### config.mk
export PLATFORM = sky130hd
export DESIGN_NAME = mdio_master
export DESIGN_NICKNAME = d
export VERILOG_FILES = /design/src/rtl/mdio_master.sv
export SDC_FILE = /design/constraint.sdc
export NUM_CORES = 1
export LEC_CHECK = 0
export ABC_AREA = 1
export CAP_MARGIN = 20
export CORE_AREA = 10 10 101 103
export DETAILED_ROUTE_END_ITERATION = 10
export DIE_AREA = 0 0 111 113
export DONT_BUFFER_PORTS = 1
export PLACE_DENSITY = 0.66
export SLEW_MARGIN = 20
export SYNTH_ARGS = -nofsm -noshare
export SYNTH_HDL_FRONTEND = slang
export SYNTH_SLANG_ARGS = --single-unit
### constraint.sdc
create_clock -name clk_50 -period 4.2 [get_ports clk_50]
set_input_delay 0.84 -clock clk_50 [delete_from_list [all_inputs] [get_ports clk_50]]
set_output_delay 0.84 -clock clk_50 [all_outputs]
set_load 0.005 [all_outputs]
### src/rtl/mdio_master.sv
// Clause 22 MDIO management initiator.
// Turns one read/write register command into a complete MDC/MDIO frame and reports
// read data plus a no-responder flag when the frame ends.
module mdio_master #(
  parameter int CLK_DIV      = 13,
  parameter int PREAMBLE_LEN = 32
) (
  input  logic        clk_50,
  input  logic        reset,
  input  logic        cmd_valid,
  output logic        cmd_ready,
  input  logic        cmd_write,
  input  logic [4:0]  cmd_phy_addr,
  input  logic [4:0]  cmd_reg_addr,
  input  logic [15:0] cmd_wdata,
  output logic        rsp_valid,
  output logic [15:0] rsp_rdata,
  output logic        rsp_err,
  output logic        busy,
  output logic        mdc,
  output logic        mdio_o,
  output logic        mdio_oe,
  input  logic        mdio_i
);

  typedef enum logic [2:0] {
    IDLE,
    PRE,
    HDR,
    TA,
    DATA,
    DONE
  } state_t;

  localparam logic [7:0] DIV_LAST  = 8'(CLK_DIV - 1);
  localparam logic [5:0] PRE_LAST  = 6'(PREAMBLE_LEN - 1);
  localparam logic [5:0] HDR_LAST  = 6'd13;
  localparam logic [5:0] TA_LAST   = 6'd1;
  localparam logic [5:0] DATA_LAST = 6'd15;

  state_t      state;
  logic [7:0]  div_cnt;
  logic        high_phase;
  logic [5:0]  bit_cnt;
  logic        write_q;
  logic [31:0] tx_shift;
  logic [15:0] rx_shift;
  logic        err_q;
  logic        mdio_meta;
  logic        mdio_sync;
  logic [31:0] frame;
  logic        active;
  logic        low_end;
  logic        bit_end;

  // Everything after the preamble, MSB first: ST, OP, PHYAD, REGAD, TA, DATA.
  // For reads the TA/DATA slots are never driven, so they are simply filled with ones.
  always_comb begin
    frame = {2'b01,
             cmd_write ? 2'b01 : 2'b10,
             cmd_phy_addr,
             cmd_reg_addr,
             cmd_write ? 2'b10 : 2'b11,
             cmd_write ? cmd_wdata : 16'hFFFF};
  end

  assign active  = (state == PRE) || (state == HDR) || (state == TA) || (state == DATA);
  assign low_end = active && !high_phase && (div_cnt == DIV_LAST);
  assign bit_end = active && high_phase && (div_cnt == DIV_LAST);

  // Two-flop synchroniser for the asynchronous MDIO pin; idles high like the pull-up.
  always_ff @(posedge clk_50) begin
    if (reset) begin
      mdio_meta <= 1'b1;
      mdio_sync <= 1'b1;
    end else begin
      mdio_meta <= mdio_i;
      mdio_sync <= mdio_meta;
    end
  end

  // Half-period divider: low half then high half of every bit, held at zero outside a frame.
  always_ff @(posedge clk_50) begin
    if (reset || !active) begin
      div_cnt    <= 8'd0;
      high_phase <= 1'b0;
    end else if (div_cnt == DIV_LAST) begin
      div_cnt    <= 8'd0;
      high_phase <= !high_phase;
    end else begin
      div_cnt <= div_cnt + 8'd1;
    end
  end

  // Frame sequencer: drives MDC and MDIO, samples read data and produces the response.
  always_ff @(posedge clk_50) begin
    if (reset) begin
      state     <= IDLE;
      cmd_ready <= 1'b1;
      busy      <= 1'b0;
      rsp_valid <= 1'b0;
      rsp_rdata <= 16'h0000;
      rsp_err   <= 1'b0;
      mdc       <= 1'b0;
      mdio_o    <= 1'b1;
      mdio_oe   <= 1'b0;
      bit_cnt   <= 6'd0;
      write_q   <= 1'b0;
      tx_shift  <= 32'h0;
      rx_shift  <= 16'h0;
      err_q     <= 1'b0;
    end else begin
      rsp_valid <= 1'b0;
      if (low_end) begin
        mdc <= 1'b1;
      end else if (bit_end) begin
        mdc <= 1'b0;
      end
      case (state)
        IDLE: begin
          bit_cnt <= 6'd0;
          if (cmd_valid) begin
            cmd_ready <= 1'b0;
            busy      <= 1'b1;
            write_q   <= cmd_write;
            err_q     <= 1'b0;
            rx_shift  <= 16'h0;
            mdio_oe   <= 1'b1;
            if (PREAMBLE_LEN == 0) begin
              state    <= HDR;
              mdio_o   <= frame[31];
              tx_shift <= {frame[30:0], 1'b0};
            end else begin
              state    <= PRE;
              mdio_o   <= 1'b1;
              tx_shift <= frame;
            end
          end
        end

        PRE: begin
          if (bit_end) begin
            if (bit_cnt == PRE_LAST) begin
              state    <= HDR;
              bit_cnt  <= 6'd0;
              mdio_o   <= tx_shift[31];
              tx_shift <= {tx_shift[30:0], 1'b0};
            end else begin
              bit_cnt <= bit_cnt + 6'd1;
            end
          end
        end

        HDR: begin
          if (bit_end) begin
            mdio_o   <= tx_shift[31];
            tx_shift <= {tx_shift[30:0], 1'b0};
            if (bit_cnt == HDR_LAST) begin
              state   <= TA;
              bit_cnt <= 6'd0;
              mdio_oe <= write_q;
            end else begin
              bit_cnt <= bit_cnt + 6'd1;
            end
          end
        end

        TA: begin
          if (bit_end) begin
            mdio_o   <= tx_shift[31];
            tx_shift <= {tx_shift[30:0], 1'b0};
            if (bit_cnt == TA_LAST) begin
              state   <= DATA;
              bit_cnt <= 6'd0;
              err_q   <= !write_q && mdio_sync;
            end else begin
              bit_cnt <= bit_cnt + 6'd1;
            end
          end
        end

        DATA: begin
          if (low_end && !write_q) begin
            rx_shift <= {rx_shift[14:0], mdio_sync};
          end
          if (bit_end) begin
            if (bit_cnt == DATA_LAST) begin
              state     <= DONE;
              bit_cnt   <= 6'd0;
              mdio_oe   <= 1'b0;
              mdio_o    <= 1'b1;
              rsp_valid <= 1'b1;
              rsp_rdata <= write_q ? 16'h0000 : rx_shift;
              rsp_err   <= err_q;
            end else begin
              bit_cnt  <= bit_cnt + 6'd1;
              mdio_o   <= tx_shift[31];
              tx_shift <= {tx_shift[30:0], 1'b0};
            end
          end
        end

        DONE: begin
          state     <= IDLE;
          cmd_ready <= 1'b1;
          busy      <= 1'b0;
        end

        default: begin
          state     <= IDLE;
          cmd_ready <= 1'b1;
          busy      <= 1'b0;
          mdc       <= 1'b0;
          mdio_o    <= 1'b1;
          mdio_oe   <= 1'b0;
        end
      endcase
    end
  end

endmodule

# Yosys cells after proc, flatten, opt, wreduce, memory -nomap -nowiden
# Index checks and enable logic that the tools add are counted.
# op_classes
magnitude_cmp,0
mux,54
multipliers,0
n_eq_ne,22
addsub,2
n_bitwise,6
div,0
reduce_logical,36
shift,0
# op_table
cell,count
two-way mux 32 bit,6
one-hot mux 32 bit (4 select lines),1
two-way mux 16 bit,4
two-way mux 6 bit,8
one-hot mux 16 bit (2 select lines),1
one-hot mux 6 bit (5 select lines),1
two-way mux 3 bit,9
two-way mux 1 bit,17
one-hot mux 3 bit (5 select lines),1
== test 6 x 4 -> 1 bit (second input constant),2
!= test 2 x 1 -> 1 bit (second input constant),6
!= test 2 bit (second input constant),6
AND reduction 6 bit,2
AND reduction 9 bit,1
adder 8 x 1 -> 8 bit (second input constant),1
== test 8 x 4 -> 1 bit (second input constant),1
AND reduction 7 bit,1
adder 6 x 1 -> 6 bit (second input constant),1
== test 3 x 2 -> 1 bit (second input constant),2
== test 3 bit (second input constant),2
== test 6 x 1 -> 1 bit (second input constant),1
== test 6 x 5 -> 1 bit (second input constant),1
logical AND 1 bit,6
NOT 1 bit,6
19 further kinds,33
# word_totals
latchBits,0
ramBits,0
reg_bits,93
rom_bits,0
n_memories,0
input_bits,31

# Depth between registers and ports, before layout
# Gate-level depths: netlist (run 1).
# logic_depth
word_depth,9
mapped_depth,13
depth_no_buf,11

# Least setup slack after synthesis (run 1)
# Ideal clock, no wire load.
# synth_path
path_type,input -> register
from,input cmd_valid
to,register rx_shift[11]
cell_stages,7
setup_ns,0.070
arrival_ns,1.705
path_buffers,1
setup_slack_ns,2.425
cell_sequence,inv_1 > nor3_1 > inv_1 > nand2_1 > buf_2 > o21ai_0 > a21oi_1
# synth_via
elab_chain_cells,2
# synth_rtl
item,line,text
start: declaration,10,"input logic cmd_valid,"
!= test 2 bit (no source line),--,
AND reduction 3 bit (no source line),--,
end signal: assignment,184,"rx_shift <= {rx_shift[14:0], mdio_sync};"
end: declaration,47,logic [15:0] rx_shift;
# Every way passes these cells.
# A chain may end at the register's enable or synchronous reset.

# Worst setup path after layout (run 1)
# layout_path
from,register state[2]
to,register tx_shift[3]
# layout_via
elab_chain_cells,8
# layout_rtl
item,line,text
start: declaration,41,state_t state;
start signal: assignment,98,state <= IDLE;
start signal: assignment,130,state <= HDR;
start signal: assignment,134,state <= PRE;
== test 3 x 1 -> 1 bit or == test 3 x 2 -> 1 bit (tied branches),"67, 119",
logical OR 1 bit (3 in a row),67,assign active = (state == PRE) || (state == HDR) || (state == TA) || (state == DATA);
logical AND 1 bit (2 in a row),69,assign bit_end = active && high_phase && (div_cnt == DIV_LAST);
!= test 2 bit (no source line) or != test 2 x 1 -> 1 bit (tied branches),--,
AND reduction 7 bit (no source line),--,
end signal: assignment,132,"tx_shift <= {frame[30:0], 1'b0};"
end signal: assignment,136,tx_shift <= frame;
end signal: assignment,147,"tx_shift <= {tx_shift[30:0], 1'b0};"
end: declaration,46,logic [31:0] tx_shift;
# Parallel ways exist; a longest one is shown, timed or not.

==> results of run 1 <==
## area by class of cell
type | count | area share [%]
well taps | 105 | 2.86
repair buffers | 1 | 0.164
multi-input cells | 462 | 48.3
clock buffers | 10 | 3.00
flip-flops and latches | 93 | 40.6
clock inverters | 6 | 1.12
inverters | 47 | 3.96
## cell usage in the layout (no fill, tap or decap)
cell type,n
nand2_1,135
dfxtp_1,93
nor3_4,1
o21ai_1,10
nand2_4,8
nor3_1,3
nor2_2,4
o22a_1,3
nand2_2,8
nand3_4,2
inv_4,2
nand4_1,8
o21ai_2,2
xor2_1,1
ha_1,4
nor2_8,2
clkinvlp_4,1
clkinv_1,1
a21oi_1,33
or2_2,3
nand3_1,49
a31oi_1,2
nor2_4,2
clkbuf_8,10
nor2_1,127
nor3b_1,4
and2_1,1
inv_2,8
nor3_2,1
o21ai_0,48
inv_6,3
clkinv_4,2
inv_1,36
buf_4,1
o211ai_1,1
## Yosys cell counts, types with 6 or more instances
cell,number
nand2_4,8
inv_1,37
nand3_1,49
buf_4,6
buf_2,11
clkbuf_1,6
dfxtp_1,93
nor2_1,127
nand2_1,135
o21ai_1,10
nand2_2,8
o21ai_0,48
inv_2,7
nand4_1,8
a21oi_1,33
## power by group
part	internal (W)	switching [W]	total (W)
registers	0.00109	0.000139	0.00123
clock network	0.000240	0.000330	0.000570
logic	0.000401	0.000882	0.00128
## registers in the layout, indices dropped and copies added, names as in the netlist
name        flops
rsp_rdata      16
div_cnt         8
busy            1
rsp_err         1
rsp_valid       1
tx_shift       32
write_q         1
mdio_o          1
bit_cnt         6
rx_shift       16
high_phase      1
err_q           1
cmd_ready       1
mdc             1
mdio_sync       1
mdio_oe         1
state           3
mdio_meta       1
## layer usage
layer	share of wire (%)	global-route usage [%]	vias up
li1	-	-	1990
met1	46	20.2	1729
met2	46	23.9	105
met3	6.3	3.91	21
met4	2.1	6.86	0
met5	0	0	-
## final timing paths
path	cells past startpoint	end	slack, ns
max	6	tx_shift[3]	1.83
min reg2reg	1	mdio_sync	0.42
min	1	mdio_sync	0.42
max reg2reg	6	tx_shift[3]	1.83
## through the flow
stage          hold WS [ns]  setup WS (ns)  total power [W]
2_1_floorplan         0.389           2.42          0.00238
5_1_grt               0.427           1.54          0.00337
3_5_place_dp          0.394           1.72          0.00253
6_report              0.415           1.83          0.00308
3_3_place_gp          0.392           1.87          0.00250
4_1_cts               0.417           1.82          0.00310
## logic make-up (layout without fill, tap and decap cells)
kind of cell             Yosys count  count (layout)  share of synthesized area, %
AND/OR/NAND/NOR                  358             358                          36.9
AO/OA/AOI/OAI                     99              99                          11.7
XOR/XNOR                           1               1                         0.198
flip-flops                        93              93                          42.0
buffers and inverters             76              64                          8.04
adder cells (fa/ha/maj)            4               4                          1.13
==> qor.txt, run 1 <==
outcome: finished clean
critical-path cell list: nor3_2, o21ai_2, nand3_4, inv_2, nor2_1, nor2_1
Cell Count, Final, Fillers Out: 724
number of max-cap violations: 0
worst-margin pin slew: 0.872 ns
most used cell, CP: nor2_1
Area Overhead vs Synth: 3.44%
# Post-CTS Setup Buffers: 0
Critical Path AT: 2.67 ns
hold path start: mdio_meta
Final setup viols: 0
antenna violations before repair: 0
total gr overflow: 0
H-tree lvl count: 3
DP Wirelength: 6620 µm
sequential share of the synthesized area: 42.0%
1st-pass router iterations: 5
row count: 33
Leak: 2.07 nW
via density per instance: 5.31
Max Freq: 421 MHz
clock buffer depth: 2
vias in the first global route: 3548
EDFF count, synth: 0
Core Util, Final: 56.4%
area of the core: 8130 µm²
final period utilization: 56.5%
Sequential Area: 1860 µm²
first-pass GRT wire length: 16900 µm
Synth Flop Type: dfxtp_1
power density over the cells: 671 nW/µm²
skew final: 0.0159 ns
minimum clock period: 2.37 ns
routed wire length: 9730 µm
width of the chip: 111 µm
Total GRT Usage: 15.6%
WL/cell: 13.4 µm
# diodes: 0
Port Buffer Count: 0
asr flop ratio synth: 0%
# IOs: 54
1st-iter DRT viols: 258
CP Class: flop to flop
DP Area: 4400 µm²
# clock sinks: 93
Mapped Area: 4430 µm²
reg2reg start: state[2]
CTS buffer count: 9
initial core utilization: 54.5%
Netlist cell types: 35
Worst path top cell family by delay: simple AND/OR/NAND/NOR gates
Post-Syn Instances: 631
CP endpoint kind: flop
Max VDD drop: 266 µV
CP Data Required Time: 4.49 ns
RSZ-0062 raised after global routing: false
worst-skew pair later-pin latency: 0.36 ns
Worst path max stage delay: 0.65 ns
DRC Markers: 0
clock transition at the registers of the reported paths: 0.09 ns
CP max FO: 39
Synth Area per Inst: 7.03 µm²
multi-input logic area: 2220 µm²
synth warn: 0
proportion of netlist area held by the largest area contributor: 42.0%
Filler cells: 796
PostCTS Resize Cnt: 0
share of cells above drive strength 1: 9.69%
Final ANT Viol Nets: 0
Die ar.: 12500 µm²
crit path from: state[2]
Seq cells post-synth: 93
Rel. slew slack: 41.8%
Buf/Inv on CP: 1
NumNets Final: 649
Pins Over Slew Limit: 0
setup TNS: 0 ns
area leader, netlist: dfxtp_1
worst min path class: flop to flop
CTS tree: yes
DR vias: 3845
GP Congestion: 0.841
Synth area leaders: dfxtp_1, nand2_1, nor2_1, nand3_1, o21ai_0
slowest cell on the critical path: dfxtp_1
Cells after DPL: 708
final hold vios: 0
syn nets: 666
hold buffer count at cts: 0
final instance area: 4590 µm²
Worst setup SP type: flop
largest net degree at the start of global routing: 54
Root Buffer: clkbuf_8
Die Y: 113 µm
No activity file was read; power rests on OpenSTA's default activity.
==> inputs of run 2 (changes only) <==
- PLACE_DENSITY: 0.66 -> 0.69
- clock period: 4.2 -> 2 ns (I/O delays scaled with it)
==> run 2 against run 1 <==
Global-route usage increased by 0.45 points. First-iteration DRC count decreased by 14%. Largest power group unchanged. Final area increased by 2.9%. Critical endpoint is now tx_shift[12]. Combinational power increased by 130%. Clock skew decreased by 0.0034 ns. Critical path depth increased by 5.
==> qor.txt, run 2 (synthesized netlist as in run 1, its figures left out) <==
outcome: finished clean (unchanged)
Leak: 2.14 nW (was 2.07 nW)
Core Util, Final: 58.0% (was 56.4%)
first-pass GRT wire length: 17200 µm (was 16900 µm)
Max Freq: 551 MHz (was 421 MHz)
power density over the cells: 1430 nW/µm² (was 671 nW/µm²)
antenna violations before repair: 0 (unchanged)
CP Data Required Time: 2.27 ns (was 4.49 ns)
met1 wire length: 4520 µm (was 4450 µm)
row count: 33 (unchanged)
Port Buffer Count: 0 (unchanged)
final hold vios: 0 (unchanged)
CP max FO: 38 (was 39)
WL met3: 620 µm (was 612 µm)
max reg flops: 32 (unchanged)
Int Power: 0.00380 W (was 0.00173 W)
clock power share: 18.0% (was 18.5%)
Rel. slew slack: 67.0% (was 41.8%)
worst-margin pin slew: 0.492 ns (was 0.872 ns)
worst-skew pair later-pin latency: 0.37 ns (was 0.36 ns)
most common cell after layout, fill and taps aside: nand2_1 (unchanged)
Total GRT Usage: 16.0% (was 15.6%)
WL/cell: 13.7 µm (was 13.4 µm)
Die Y: 113 µm (unchanged)
Die ar.: 12500 µm² (unchanged)
CP endpoint kind: flop (unchanged)
# clock sinks: 93 (unchanged)
DR top layer: met4 (unchanged)
1st-iter DRT viols: 223 (was 258)
share of cells above drive strength 1: 11.9% (was 9.69%)
Sequential Power Share: 37.8% (was 39.8%)
1st-pass router iterations: 4 (was 5)
NumNets Final: 660 (was 649)
biggest regs: tx_shift (32), rsp_rdata (16), rx_shift (16) (unchanged)
via density per instance: 5.30 (was 5.31)
GP Congestion: 0.856 (was 0.841)
routed wire length: 10100 µm (was 9730 µm)
# IOs: 54 (unchanged)
CTS tree: yes (unchanged)
Max VDD drop: 648 µV (was 266 µV)
total gr overflow: 0 (unchanged)
vias in the first global route: 3672 (was 3548)
Biggest register: tx_shift (unchanged)
WL met2: 4890 µm (was 4460 µm)
Root Buffer: clkbuf_8 (unchanged)
Min Hold Slack: 0.0945 ns (was 0.415 ns)
Critical Path AT: 2.08 ns (was 2.67 ns)
hold buffer count at cts: 0 (unchanged)
Register-to-Register Setup Slack: 0.18 ns (was 1.83 ns)
Filler cells: 773 (was 796)
clock transition at the registers of the reported paths: 0.10 ns (was 0.09 ns)
Area Overhead vs Synth: 6.43% (was 3.44%)
CTS buffer count: 9 (unchanged)
# diodes: 0 (unchanged)
clock buffer depth: 2 (unchanged)
DP Wirelength: 7030 µm (was 6620 µm)
Logic pwr share: 44.2% (was 41.7%)
Pins Over Slew Limit: 0 (unchanged)
P_sw: 0.00296 W (was 0.00135 W)
Final setup viols: 0 (unchanged)
Sw Ratio: 43.8% (was 43.9%)
Cell Count, Final, Fillers Out: 735 (was 724)
setup TNS: 0 ns (unchanged)
DR vias: 3892 (was 3845)
Final ANT Viol Nets: 0 (unchanged)
RSZ-0062 raised after global routing: false (unchanged)
skew final: 0.0125 ns (was 0.0159 ns)
minimum clock period: 1.82 ns (was 2.37 ns)
most frequent cells in the layout: nand2_1, nor2_1, dfxtp_1 (unchanged)
largest net degree at the start of global routing: 52 (was 54)
CP Class: flop to flop (unchanged)
H-tree lvl count: 3 (unchanged)
Final Power: 0.00676 W (was 0.00308 W)
width of the chip: 111 µm (unchanged)
Cells after DPL: 718 (was 708)
worst min path class: input pin to flop (was flop to flop)
area of the core: 8130 µm² (unchanged)
initial core utilization: 54.5% (unchanged)
final period utilization: 90.8% (was 56.5%)
Worst setup SP type: flop (unchanged)
DRC Markers: 0 (unchanged)
number of max-cap violations: 0 (unchanged)
[run 2: power groups by stage]
stage          Sequential [W]  Combinational [W]  Clock (W)
2_1_floorplan         0.00251            0.00250          0
6_report              0.00255            0.00299    0.00122
5_1_grt               0.00261            0.00344    0.00132
3_3_place_gp          0.00258            0.00289          0
3_5_place_dp          0.00259            0.00295          0
4_1_cts               0.00255            0.00296    0.00125
[run 2: final cells by class]
type	instances	area [µm²]	area share, %
Tap cell	105	131	2.78
Inverter	47	184	3.90
Timing Repair Buffer	12	128	2.70
Sequential cell	93	1860	39.5
Clock inverter	6	52.6	1.11
Clock buffer	10	138	2.92
Multi-Input combinational cell	462	2220	47.1
[run 2: final timing paths]
kind / startpoint / endpoint / depth (start not counted)
hold / removal: reset / bit_cnt[5] / 1
setup reg to reg: bit_cnt[1] / tx_shift[12] / 11
hold reg to reg: mdio_meta / mdio_sync / 1
setup / recovery: bit_cnt[1] / tx_shift[12] / 11
[run 2: worst max-delay path: stages (launching register included)]
cell     delay, ns
dfxtp_1       0.38
ha_1          0.22
inv_1         0.09
nor2_4        0.12
nand2_1       0.09
nand2_2       0.12
nand2_2       0.07
nor2_4        0.09
nand3_4       0.09
buf_12        0.19
o21ai_0       0.18
nor2_1        0.06
[run 2: repair_timing]
item | 4_1_cts | 5_1_grt
gates resized for setup | 0 | 7
endpoints found under the setup margin | 0 | 36
setup buffers | 0 | 1
[run 2: stage by stage]
step                      instance area [µm²]  worst slack, ns
after floorplan                          4430            0.308
after global placement                   4500            0.115
after detailed placement                 4500           0.0830
after CTS                                4690           0.0641
after global routing                     4720           0.0229
final                                    4720            0.184
[run 2: routing by layer]
layer,vias to the layer above,GRT usage [%]
met4,0,3.56
met1,1786,19.4
met5,-,0
met3,7,5.34
li1,2021,-
met2,78,26.9
